[config.mk]
export PLATFORM = sky130hd
export DESIGN_NAME = zlib_adler_ctrl
export DESIGN_NICKNAME = d
export VERILOG_FILES = /design/src/rtl/zlib_pkg.sv /design/src/rtl/zlib_adler_ctrl_adler32.sv /design/src/rtl/zlib_adler_ctrl.sv
export SDC_FILE = /design/constraint.sdc
export NUM_CORES = 1
export LEC_CHECK = 0
export CAP_MARGIN = 15
export CORE_MARGIN = 2
export CORE_UTILIZATION = 50
export CTS_CLUSTER_DIAMETER = 100
export DETAILED_ROUTE_END_ITERATION = 6
export PLACE_DENSITY = 0.7
export REMOVE_ABC_BUFFERS = 1
export SLEW_MARGIN = 20
export SYNTH_ARGS = -nofsm -noshare
export SYNTH_HDL_FRONTEND = slang
export SYNTH_HIERARCHICAL = 1
export SYNTH_SLANG_ARGS = --single-unit
[constraint.sdc]
create_clock -name clk -period 9.4 [get_ports clk]
set_input_delay 1.88 -clock clk [delete_from_list [all_inputs] [get_ports clk]]
set_output_delay 1.88 -clock clk [all_outputs]
set_load 0.03 [all_outputs]
[src/rtl/zlib_pkg.sv]
// Shared definitions for the zlib Adler-32 sequencer and its checksum engine.
// Holds the FSM state encoding, checksum constants and the byte update helper.
package zlib_pkg;

   localparam int          DATA_WD        = 32;
   localparam int          ADLER_WAIT_CYC = 3;
   localparam int          ADLER_MOD      = 65521;
   localparam logic [31:0] ADLER_INIT     = 32'h0000_0001;

   typedef enum logic [2:0] {
      S_IDLE,
      S_ARM,
      S_FEED,
      S_WAIT,
      S_LWAIT,
      S_TRAIL
   } state_t;

   // One Adler-32 byte step; returns {s2, s1} reduced modulo 65521.
   function automatic logic [31:0] adler_step(
      input logic [15:0] s1,
      input logic [15:0] s2,
      input logic [7:0]  b
   );
      logic [16:0] a;
      logic [16:0] c;
      a = {1'b0, s1} + {9'd0, b};
      if (a >= 17'(ADLER_MOD)) a = a - 17'(ADLER_MOD);
      c = {1'b0, s2} + a;
      if (c >= 17'(ADLER_MOD)) c = c - 17'(ADLER_MOD);
      return {c[15:0], a[15:0]};
   endfunction

endpackage

[src/rtl/zlib_adler_ctrl_adler32.sv]
// Byte-serial Adler-32 engine: first byte folds on the accept edge,
// the remaining three bytes on the following three cycles.
module zlib_adler_ctrl_adler32 (
   input  logic        clk,
   input  logic        rstn,
   input  logic        start,
   input  logic        val,
   input  logic [31:0] dat,
   input  logic        lst,
   output logic        rdy,
   output logic [31:0] sum,
   output logic        sum_vld
);
   import zlib_pkg::*;

   logic [15:0] s1;
   logic [15:0] s2;
   logic [23:0] rest;
   logic [1:0]  cnt;
   logic        lst_q;

   assign rdy     = (cnt == 2'd0);
   assign sum     = {s2, s1};
   assign sum_vld = lst_q && rdy;

   // Running sums, pending bytes of the current word and last-word flag.
   always_ff @(posedge clk or negedge rstn) begin
      if (!rstn) begin
         s1    <= ADLER_INIT[15:0];
         s2    <= ADLER_INIT[31:16];
         rest  <= '0;
         cnt   <= '0;
         lst_q <= 1'b0;
      end else if (start) begin
         s1    <= ADLER_INIT[15:0];
         s2    <= ADLER_INIT[31:16];
         rest  <= '0;
         cnt   <= '0;
         lst_q <= 1'b0;
      end else if (val) begin
         {s2, s1} <= adler_step(s1, s2, dat[31:24]);
         rest     <= dat[23:0];
         cnt      <= 2'd3;
         lst_q    <= lst;
      end else if (cnt != 2'd0) begin
         {s2, s1} <= adler_step(s1, s2, rest[23:16]);
         rest     <= {rest[15:0], 8'h00};
         cnt      <= cnt - 2'd1;
      end
   end

endmodule

[src/rtl/zlib_adler_ctrl.sv]
// zlib stream sequencer: forwards payload words, paces the Adler-32 engine
// and appends the checksum trailer. Option: ZLIB_ADLER_CTRL_LEN_CNT_EN adds len_o.
module zlib_adler_ctrl #(
   parameter int DATA_WD  = 32,
   parameter int WAIT_CYC = 3
) (
   input  logic               clk,
   input  logic               rstn,
   input  logic               start_i,
   input  logic               in_val_i,
   output logic               in_rdy_o,
   input  logic [DATA_WD-1:0] in_dat_i,
   input  logic               in_lst_i,
   output logic               out_val_o,
   input  logic               out_rdy_i,
   output logic [DATA_WD-1:0] out_dat_o,
   output logic               out_lst_o,
   output logic               busy_o,
   output logic               done_o
`ifdef ZLIB_ADLER_CTRL_LEN_CNT_EN
   ,
   output logic [31:0]        len_o
`endif
);
   import zlib_pkg::*;

   localparam logic [1:0] CNT_LAST = 2'(WAIT_CYC - 1);

   state_t      state;
   logic [1:0]  cnt;
   logic        free;
   logic        acc;
   logic        ld_trl;
   logic        trl_hs;
   logic        eng_start;
   logic        eng_rdy;
   logic        eng_vld;
   logic [31:0] eng_dat;
   logic [31:0] eng_sum;

   assign free      = !out_val_o || out_rdy_i;
   assign in_rdy_o  = (state == S_FEED) && free;
   assign acc       = in_val_i && in_rdy_o;
   assign eng_start = (state == S_IDLE) && start_i;
   assign eng_dat   = (state == S_FEED) ? in_dat_i : '0;
   assign ld_trl    = (state == S_TRAIL) && eng_vld &&
                      !out_lst_o && free;
   assign trl_hs    = (state == S_TRAIL) && out_val_o &&
                      out_lst_o && out_rdy_i;

   zlib_adler_ctrl_adler32 u_adler32 (
      .clk     (clk),
      .rstn    (rstn),
      .start   (eng_start),
      .val     (acc),
      .dat     (eng_dat),
      .lst     (in_lst_i),
      .rdy     (eng_rdy),
      .sum     (eng_sum),
      .sum_vld (eng_vld)
   );

   // Frame FSM with the one-entry output register and status outputs.
   always_ff @(posedge clk or negedge rstn) begin
      if (!rstn) begin
         state     <= S_IDLE;
         cnt       <= '0;
         out_val_o <= 1'b0;
         out_dat_o <= '0;
         out_lst_o <= 1'b0;
         busy_o    <= 1'b0;
         done_o    <= 1'b0;
      end else begin
         done_o <= 1'b0;
         if (acc) begin
            out_val_o <= 1'b1;
            out_dat_o <= in_dat_i;
            out_lst_o <= 1'b0;
         end else if (ld_trl) begin
            out_val_o <= 1'b1;
            out_dat_o <= eng_sum;
            out_lst_o <= 1'b1;
         end else if (out_rdy_i) begin
            out_val_o <= 1'b0;
         end
         unique case (state)
            S_IDLE: begin
               if (start_i) begin
                  state  <= S_ARM;
                  busy_o <= 1'b1;
                  cnt    <= '0;
               end
            end
            S_ARM: begin
               if (eng_rdy) state <= S_FEED;
            end
            S_FEED: begin
               if (acc) begin
                  state <= in_lst_i ? S_LWAIT : S_WAIT;
                  cnt   <= '0;
               end
            end
            S_WAIT: begin
               if (cnt == CNT_LAST) begin
                  state <= S_FEED;
                  cnt   <= '0;
               end else begin
                  cnt <= cnt + 2'd1;
               end
            end
            S_LWAIT: begin
               if (cnt == CNT_LAST) begin
                  state <= S_TRAIL;
                  cnt   <= '0;
               end else begin
                  cnt <= cnt + 2'd1;
               end
            end
            S_TRAIL: begin
               if (trl_hs) begin
                  state     <= S_IDLE;
                  busy_o    <= 1'b0;
                  done_o    <= 1'b1;
                  out_lst_o <= 1'b0;
               end
            end
            default: state <= S_IDLE;
         endcase
      end
   end

`ifdef ZLIB_ADLER_CTRL_LEN_CNT_EN
   localparam logic [31:0] LEN_MAX = 32'hFFFF_FFFC;

   // Saturating payload byte count, cleared when a frame starts.
   always_ff @(posedge clk or negedge rstn) begin
      if (!rstn) begin
         len_o <= '0;
      end else if (eng_start) begin
         len_o <= '0;
      end else if (acc && (len_o != LEN_MAX)) begin
         len_o <= len_o + 32'd4;
      end
   end
`endif

endmodule

==> impl_metrics.ini <==
[run_status]
outcome = complete, no violations

[cells_and_area]
stdcell_count = 1477
syn2layout_area_growth_pct = 12.1
multi_input_area_um2 = 6730
diodes = 0
fin_util = 0.575
fill_cells = 1783
drive_gt1_frac = 0.0600
register_area_um2 = 2500
fin_nets = 1313
layout_commonest_cell = nor2_1
final_cell_mix = 108 x nor2_1, 99 x dfrtp_1, 90 x a21oi_1

[floorplanning]
num_io_pins = 75
die_width_um = 143
start_util = 0.513
core-area_um2 = 18900
placementRows = 50
die_h_um = 143
die_area_um2 = 20500

[clock_tree]
insertion_delay_ns = 0.36
clk_pin_slew_ns = 0.08
clock_sink_count = 100
ctsHoldBuffers = 0
postCtsSetupBuffers = 0
h-tree-depth = 3
post_cts_resize_count = 0
cts_max_path_buffers = 2
cts_tree = built
ctsRootBufferMaster = clkbuf_16
cts_buffers = 9

[place]
hpwl_mm = 23.1
place.gp.congestion = 0.975
placed_cells = 1461
io_buffer_count = 74

[sta]
final.setup_skew_ns = 0.0100
slew_viol_final = 0
hold_slack_ns = 0.475
finalHoldViolations = 0
min_period_ns = 8.83
grt_setup_unrepaired = no
fin_crit_sh = 0.939
tightest_slew_ns = 0.972
setup_violations = 0
maxSlewHeadroom = 0.346
fmax_mhz = 113
tns_ns = 0

[critical_path]
slowest_stage = a2111oi_2
arrival_ns = 9.08
slowest_delay_ns = 0.51
start_kind = primary input
critPathMaxFanout = 13
crit_type = in -> reg
crit_required_ns = 9.66
crit_path_end_kind = flip-flop

[yosys]
synth_top_family_by_area = compound AO/OA/AOI/OAI gates
synth_largest_area_cell = dfrtp_1
syn-cell-area_um2 = 9700
synth_xor_area_frac = 0.0641
avgSynthCellArea_um2 = 8.26
synth_cell_types = 89
postSynthCellCount = 1174
ys_seq_area_frac = 0.258
synthTopCellsByArea = dfrtp_1 26%, ha_1 7.6%, a21oi_1 4.6%, nor2_1 4.3%, xnor2_1 3.9%
async_reset_ff_frac = 1.00
yosys_most_used_dff = dfrtp_1
synth_top_cell_area_share = 0.256
synth_edf_count = 0
synth_simple_gate_area_share = 0.224
synthMuxAreaShare = 0.0325
synth_compound_area_frac = 0.287
synth_adder_area_share = 0.0844
ys_seq_elements = 100
ys_warn_count = 6

[detailed_routing]
remaining_drc_errors = 0
drt-wirelength-per-cell_um = 21.0
dr.first_iter.drc_count = 950
wl_mm = 31.1
dr.pass1.iters = 5
ant_nets = 0
routed_via_density = 6.38
vias = 9429

[global_routing]
grt.busiest_layer = met2
grt_max_degree = 64
grt_pass1_wl_mm = 48.3
gr-total-overflow = 0
grtUsageMet2 = 0.501
grt_antenna_before_repair = 0
grt_use_met3 = 0.0516
grt_pass1_vias = 8683
met1_usage = 0.407
grtUsageTotal = 0.304

[hold_path]
hp-class = reg -> reg

[job]
drv_cap = 0
kinds of logic (layout without fill, tap and decap cells):
group / after synthesis / in the layout
AOI/OAI and AO/OA: 394 / 394
and+or+nand+nor: 412 / 412
adders and majority gates: 63 / 63
xor gates and xnor gates: 71 / 71
muxes: 31 / 31
DFF: 100 / 100
buffers and inverters: 103 / 146
area by class of cell:
class                   count  share of cell area
multi-input cells         971               0.620
well taps                 260              0.0299
clock inverters             6             0.00495
repair buffers             91              0.0797
inverters                  39              0.0135
flip-flops and latches    100               0.230
clock buffers              10              0.0220
critical path: cells and delay by family:
kind / cells / cell delay, ns
compound gates: 9 / 2.77
xor+xnor: 3 / 0.58
fa+ha+maj: 3 / 0.97
buf+inv: 2 / 0.67
mux: 1 / 0.21
simple gates: 7 / 2.00
per-layer routing:
metal / part of all wire / vias to the layer above
met5: 0 / -
met1: 0.44 / 4541
li1: - / 4450
met4: 0.033 / 0
met3: 0.075 / 62
met2: 0.46 / 376
state kept, by name, indices dropped and copies added, names as in the netlist, 2 cells and up:
register / cells
out_dat_o: 32
u_adler32/rest: 24
u_adler32/s1: 16
u_adler32/s2: 16
state: 3
cnt: 2
u_adler32/cnt: 2
cells in the mapped netlist, drive strengths merged (5+ instances only):
cell type    n
a2111oi     12
dfrtp       99
xor2        28
and3        18
o21bai      10
a21o        47
clkbuf      37
nor3        22
nand2       71
nor2b        6
or2          9
nand3       29
inv         38
mux2i       27
nand4        8
a2bb2oi      5
nor4        13
o21ai       66
a211o        5
buf         27
and2        46
ha          59
o21a         5
o211ai      17
nand3b      10
or4          6
o2111ai      5
or3         21
a221o        7
nor3b        7
xnor2       43
o31ai        9
a22o        40
o22ai        6
nor2       111
nand2b      21
a31oi       11
a21oi       90
a211oi      19
path summary, 6_finish.rpt:
| check | endpoint | depth (start not counted) | startpoint | slack, ns |
|---|---|---|---|---|
| setup / recovery | u_adler32/s2[11] | 25 | in_dat_i[24] | 0.57 |
| hold / removal | out_dat_o[4] | 1 | out_dat_o[4] | 0.47 |
| setup reg to reg | u_adler32/s2[13] | 23 | u_adler32/s1[0] | 1.32 |
| hold reg to reg | out_dat_o[4] | 1 | out_dat_o[4] | 0.47 |
| max in group asynchronous | u_adler32/s2[4] | 2 | rstn | 6.67 |
| min in group asynchronous | out_dat_o[5] | 1 | rstn | 1.49 |
metrics by stage:
stage,area (um^2),setup slack (ns)
2_1_floorplan,9370,1.34
3_3_place_gp,10600,0.480
3_5_place_dp,10600,0.236
4_1_cts,10900,0.624
5_1_grt,10900,0.134
6_report,10900,0.572
Power is left out: the tool's default activity adds up to more than one toggle a clock period on the data nets, which glitch-free logic cannot reach.
==> edit 1, RTL diff (config.mk and constraints unchanged) <==
The option `ZLIB_ADLER_CTRL_LEN_CNT_EN` is turned on by a define.
--- a/src/rtl/zlib_adler_ctrl.sv
+++ b/src/rtl/zlib_adler_ctrl.sv
@@ -1,4 +1,6 @@
 // zlib stream sequencer: forwards payload words, paces the Adler-32 engine
 // and appends the checksum trailer. Option: ZLIB_ADLER_CTRL_LEN_CNT_EN adds len_o.
+`define ZLIB_ADLER_CTRL_LEN_CNT_EN
+
 module zlib_adler_ctrl #(
    parameter int DATA_WD  = 32,
Check against the original RTL (old outputs only; new: len_o): equivalent (Yosys induction, for registers that start in step).
==> edit 1 against the unedited design <==
  * Synthesized area grew 16%
  * Maximum frequency grew 2.0%
  * Hold slack worse by 3.8 ps
  * Count of clock-buffer cells in the layout is 9 higher
  * Routed wire length rose by 11%
  * Design area is 20% higher
  * Setup slack improved by 180 ps
  * First-iteration DRC count down 21%
  * Sequential cell count up 30
==> edit 1: results <==
{
  "vias_per_cell": 6.25,
  "clk_latency_ps": 420,
  "grt_start_max_net_pins": 92,
  "drive_gt1_frac": 0.0896,
  "grt_pass1_vias": 10000,
  "final_cell_count_no_fill": 1708,
  "peakVddDrop_uv": 227,
  "reg_top3": "out_dat_o: 32 flops, len_o: 30 flops, u_adler32/rest: 24 flops",
  "cts_buffers": 17,
  "global_route.usage.met3": 0.0355,
  "synth_cell_types": 105,
  "dp_hpwl_mm": 25.6,
  "leakagePower_nw": 5.57,
  "synth_cells": 1346,
  "wl_met3_mm": 1.76,
  "cp_max_fo": 15,
  "powerClk_uw": 675,
  "yosys-top-cells-count": "nand2_1, dfrtp_1, nor2_1",
  "place_ws_ps": 454,
  "finalClockSkew_ps": 9.03,
  "htreeDepth": 4,
  "wl_per_cell_um": 20.1,
  "dr.pass1.iters": 5,
  "grt.total_usage": 0.291,
  "grt_pass1_wl_mm": 55.1,
  "yosys-top-cells-area": "dfrtp_1, ha_1, nand2_1",
  "nets": 1517,
  "ys_async_sr_fraction": 1.00,
  "critPathSlowestCell": "o41ai_2",
  "relSlewSlack": 0.354,
  "ys_warn_count": 6,
  "status": "finished, final reports clean",
  "clkTransAtPathRegs_ps": 60,
  "fillers": 1971,
  "cpPeakStageDelay_ps": 710,
  "drtIter0Drc": 752,
  "diodes": 0,
  "grtUsageMet2": 0.461,
  "top_layer": "met4",
  "synth-seq-area-share": 0.290,
  "drt-met1-wl_mm": 16.2,
  "grtUsageMet1": 0.422,
  "port-buffer-count": 104,
  "met2_length_mm": 15.7,
  "post_cts.repair.setup_buffers": 0,
  "routabilityCongestion": 0.922,
  "synthFlopType": "dfrtp_1",
  "antenna_found_initial": 0,
  "post_cts_resized": 0
}
## edit 1: changes by cell type in the layout (fill, tap and decap cells not counted), sizes merged, moves of 12 or more
cell,unedited run,this run
xnor2,43,55
dfrtp,99,129
a22oi,4,34
a21o,47,17
nor2,111,132
clkdlybuf4s50,73,103
nand2b,21,5
a22o,40,2
nand4,8,24
nand3,29,52
nand2,71,156
## edit 1: tightest hold or removal path, delay by kind of cell (launching register included)
kind	cells	cell delay, ps
flip-flops	1	340
AND/OR/NAND/NOR	2	100
## edit 1: cells by family after synthesis
family          count (synthesis)  share of synthesized area
simple gates                  542                      0.249
compound gates                375                      0.241
flops                         130                      0.290
buf+inv                       111                     0.0444
xor+xnor                       93                     0.0745
fa+ha+maj                      64                     0.0739
mux                            30                     0.0268
other cells                     1                   0.000334
## edit 1: worst paths after layout
| kind | slack, ps | end | cells after the start | start |
|---|---|---|---|---|
| max in group asynchronous | 6650 | len_o[30] | 2 | rstn |
| hold reg to reg | 470 | out_dat_o[22] | 2 | out_dat_o[22] |
| min in group asynchronous | 1480 | u_adler32/s2[15] | 1 | rstn |
| setup / recovery | 750 | u_adler32/s2[11] | 24 | in_dat_i[24] |
| setup reg to reg | 1380 | u_adler32/s2[11] | 24 | state[1] |
| hold / removal | 470 | out_dat_o[22] | 2 | out_dat_o[22] |
## edit 1: per-stage QoR
| step | instance area (um^2) | power [mW] |
|---|---|---|
| after floorplan | 10900 | 2.76 |
| after global placement | 12400 | 3.43 |
| after detailed placement | 12400 | 3.46 |
| after CTS | 13000 | 4.15 |
| after global routing | 13000 | 4.48 |
| final | 13000 | 4.18 |
## edit 1: final cells by class
class	instances	share of cell area
multi-input cells	1106	0.577
flip-flops and latches	130	0.250
repair buffers	119	0.0888
clock buffers	19	0.0333
well taps	280	0.0269
inverters	41	0.0122
clock inverters	13	0.0115
==> edit 2, RTL diff (config.mk and constraints unchanged) <==
Without the edit above. Encoding of `state_t`: now one-hot (6 bits for 6 states).
--- a/src/rtl/zlib_pkg.sv
+++ b/src/rtl/zlib_pkg.sv
@@ -8,11 +8,11 @@
    localparam logic [31:0] ADLER_INIT     = 32'h0000_0001;
 
-   typedef enum logic [2:0] {
-      S_IDLE,
-      S_ARM,
-      S_FEED,
-      S_WAIT,
-      S_LWAIT,
-      S_TRAIL
+   typedef enum logic [5:0] {
+      S_IDLE  = 6'b000001,
+      S_ARM   = 6'b000010,
+      S_FEED  = 6'b000100,
+      S_WAIT  = 6'b001000,
+      S_LWAIT = 6'b010000,
+      S_TRAIL = 6'b100000
    } state_t;
 
Formal check against the unedited RTL: same outputs for any inputs over 4 cycles, from zero or initial values and one cycle with rstn low; so few cycles prove little.
==> edit 2 against the unedited design <==
  * Hold slack gained 28 ps
  * Synthesized area increased by 2.3%
  * Routed wire length up 6.8%
  * Design area increased by 2.5%
  * Synthesized cell count up 3.9%
  * Via count up 4.1%
  * Sequential cell count up 3
  * Setup slack got worse by 58 ps
==> edit 2: results <==
{
  "synth_cell_types": 91,
  "relSlewSlack": 0.271,
  "num_vias": 9814,
  "cp_max_fo": 11,
  "status": "finished, final reports clean",
  "grt_pass1_wl_mm": 50.5,
  "drive_gt1_frac": 0.0616,
  "wirelength_mm": 33.2,
  "dr.pass1.iters": 6,
  "grt_pass1_vias": 8763,
  "drtIter0Drc": 1083,
  "avgSynthCellArea_um2": 8.13,
  "global_route.usage.met3": 0.0434,
  "place_ws_ps": 149,
  "finalClockSkew_ps": 11.5,
  "fillers": 1818,
  "grtUsageMet1": 0.460,
  "met2_length_mm": 14.4,
  "timing.rr.start": "state[1]",
  "synth-seq-area-share": 0.260,
  "min_path_cells": 2,
  "utilization": 0.572,
  "reg2regPathDepth": 24,
  "grt.total_usage": 0.315,
  "routabilityCongestion": 1.01,
  "wl_met3_mm": 2.37,
  "grtUsageMet2": 0.476,
  "yosys-top-cells-count": "nor2_1, a21oi_1, dfrtp_1"
}
edit 2: changes by cell type in the layout (fill, tap and decap cells not counted), sizes merged, moves of 31 or more:
cell   change
a21oi     +31
and2      -31
a22o      -31
nor2      +36
mux2i     +32
a21o      -31
edit 2: cell families (layout without fill, tap and decap cells):
logic type,Yosys count,count (layout),synth area share
AO/OA/AOI/OAI,359,359,0.241
XOR/XNOR,72,72,0.0636
adder cells (fa/ha/maj),63,63,0.0825
buffers and inverters,102,148,0.0468
flip-flops,103,103,0.260
multiplexers,64,64,0.0656
AND/OR/NAND/NOR,457,457,0.241
edit 2: final timing paths:
kind                                        end  slack [ps]
worst max register to register  u_adler32/s2[3]        1110
worst min-delay path                     busy_o         500
min in group asynchronous         out_dat_o[27]        1490
worst max-delay path            u_adler32/s2[3]         510
worst min register to register           busy_o         500
max in group asynchronous                cnt[0]        6640
edit 2: what timing repair did:
action	in CTS	in global routing
resized for setup	0	1
endpoints found under the setup margin	0	9
setup buffers	0	0
edit 2: worst max-delay path: stages:
cell	delay, ps
clkdlybuf4s50_1	450
and3_1	170
ha_1	230
fa_1	410
a21o_1	200
a221oi_1	380
o21ai_1	290
mux2i_1	220
nor4_2	420
a31oi_1	290
nor2_1	330
nand2_1	160
xnor2_1	190
ha_1	470
nand3_1	170
a2111oi_0	540
nor3_1	180
xor2_1	200
a2111oi_2	440
nand4_1	260
nor3_1	420
buf_4	250
o21ai_0	110
xnor2_1	140
a221o_1	300
edit 2: layout make-up:
cell class / instances / area [um^2] / area share
Clock buffer: 9 / 225 / 0.0202
Clock inverter: 6 / 55.1 / 0.00494
Inverter: 36 / 135 / 0.0121
Multi-Input combinational cell: 1015 / 6900 / 0.620
Sequential cell: 103 / 2580 / 0.232
Tap cell: 265 / 332 / 0.0298
Timing Repair Buffer: 97 / 911 / 0.0818
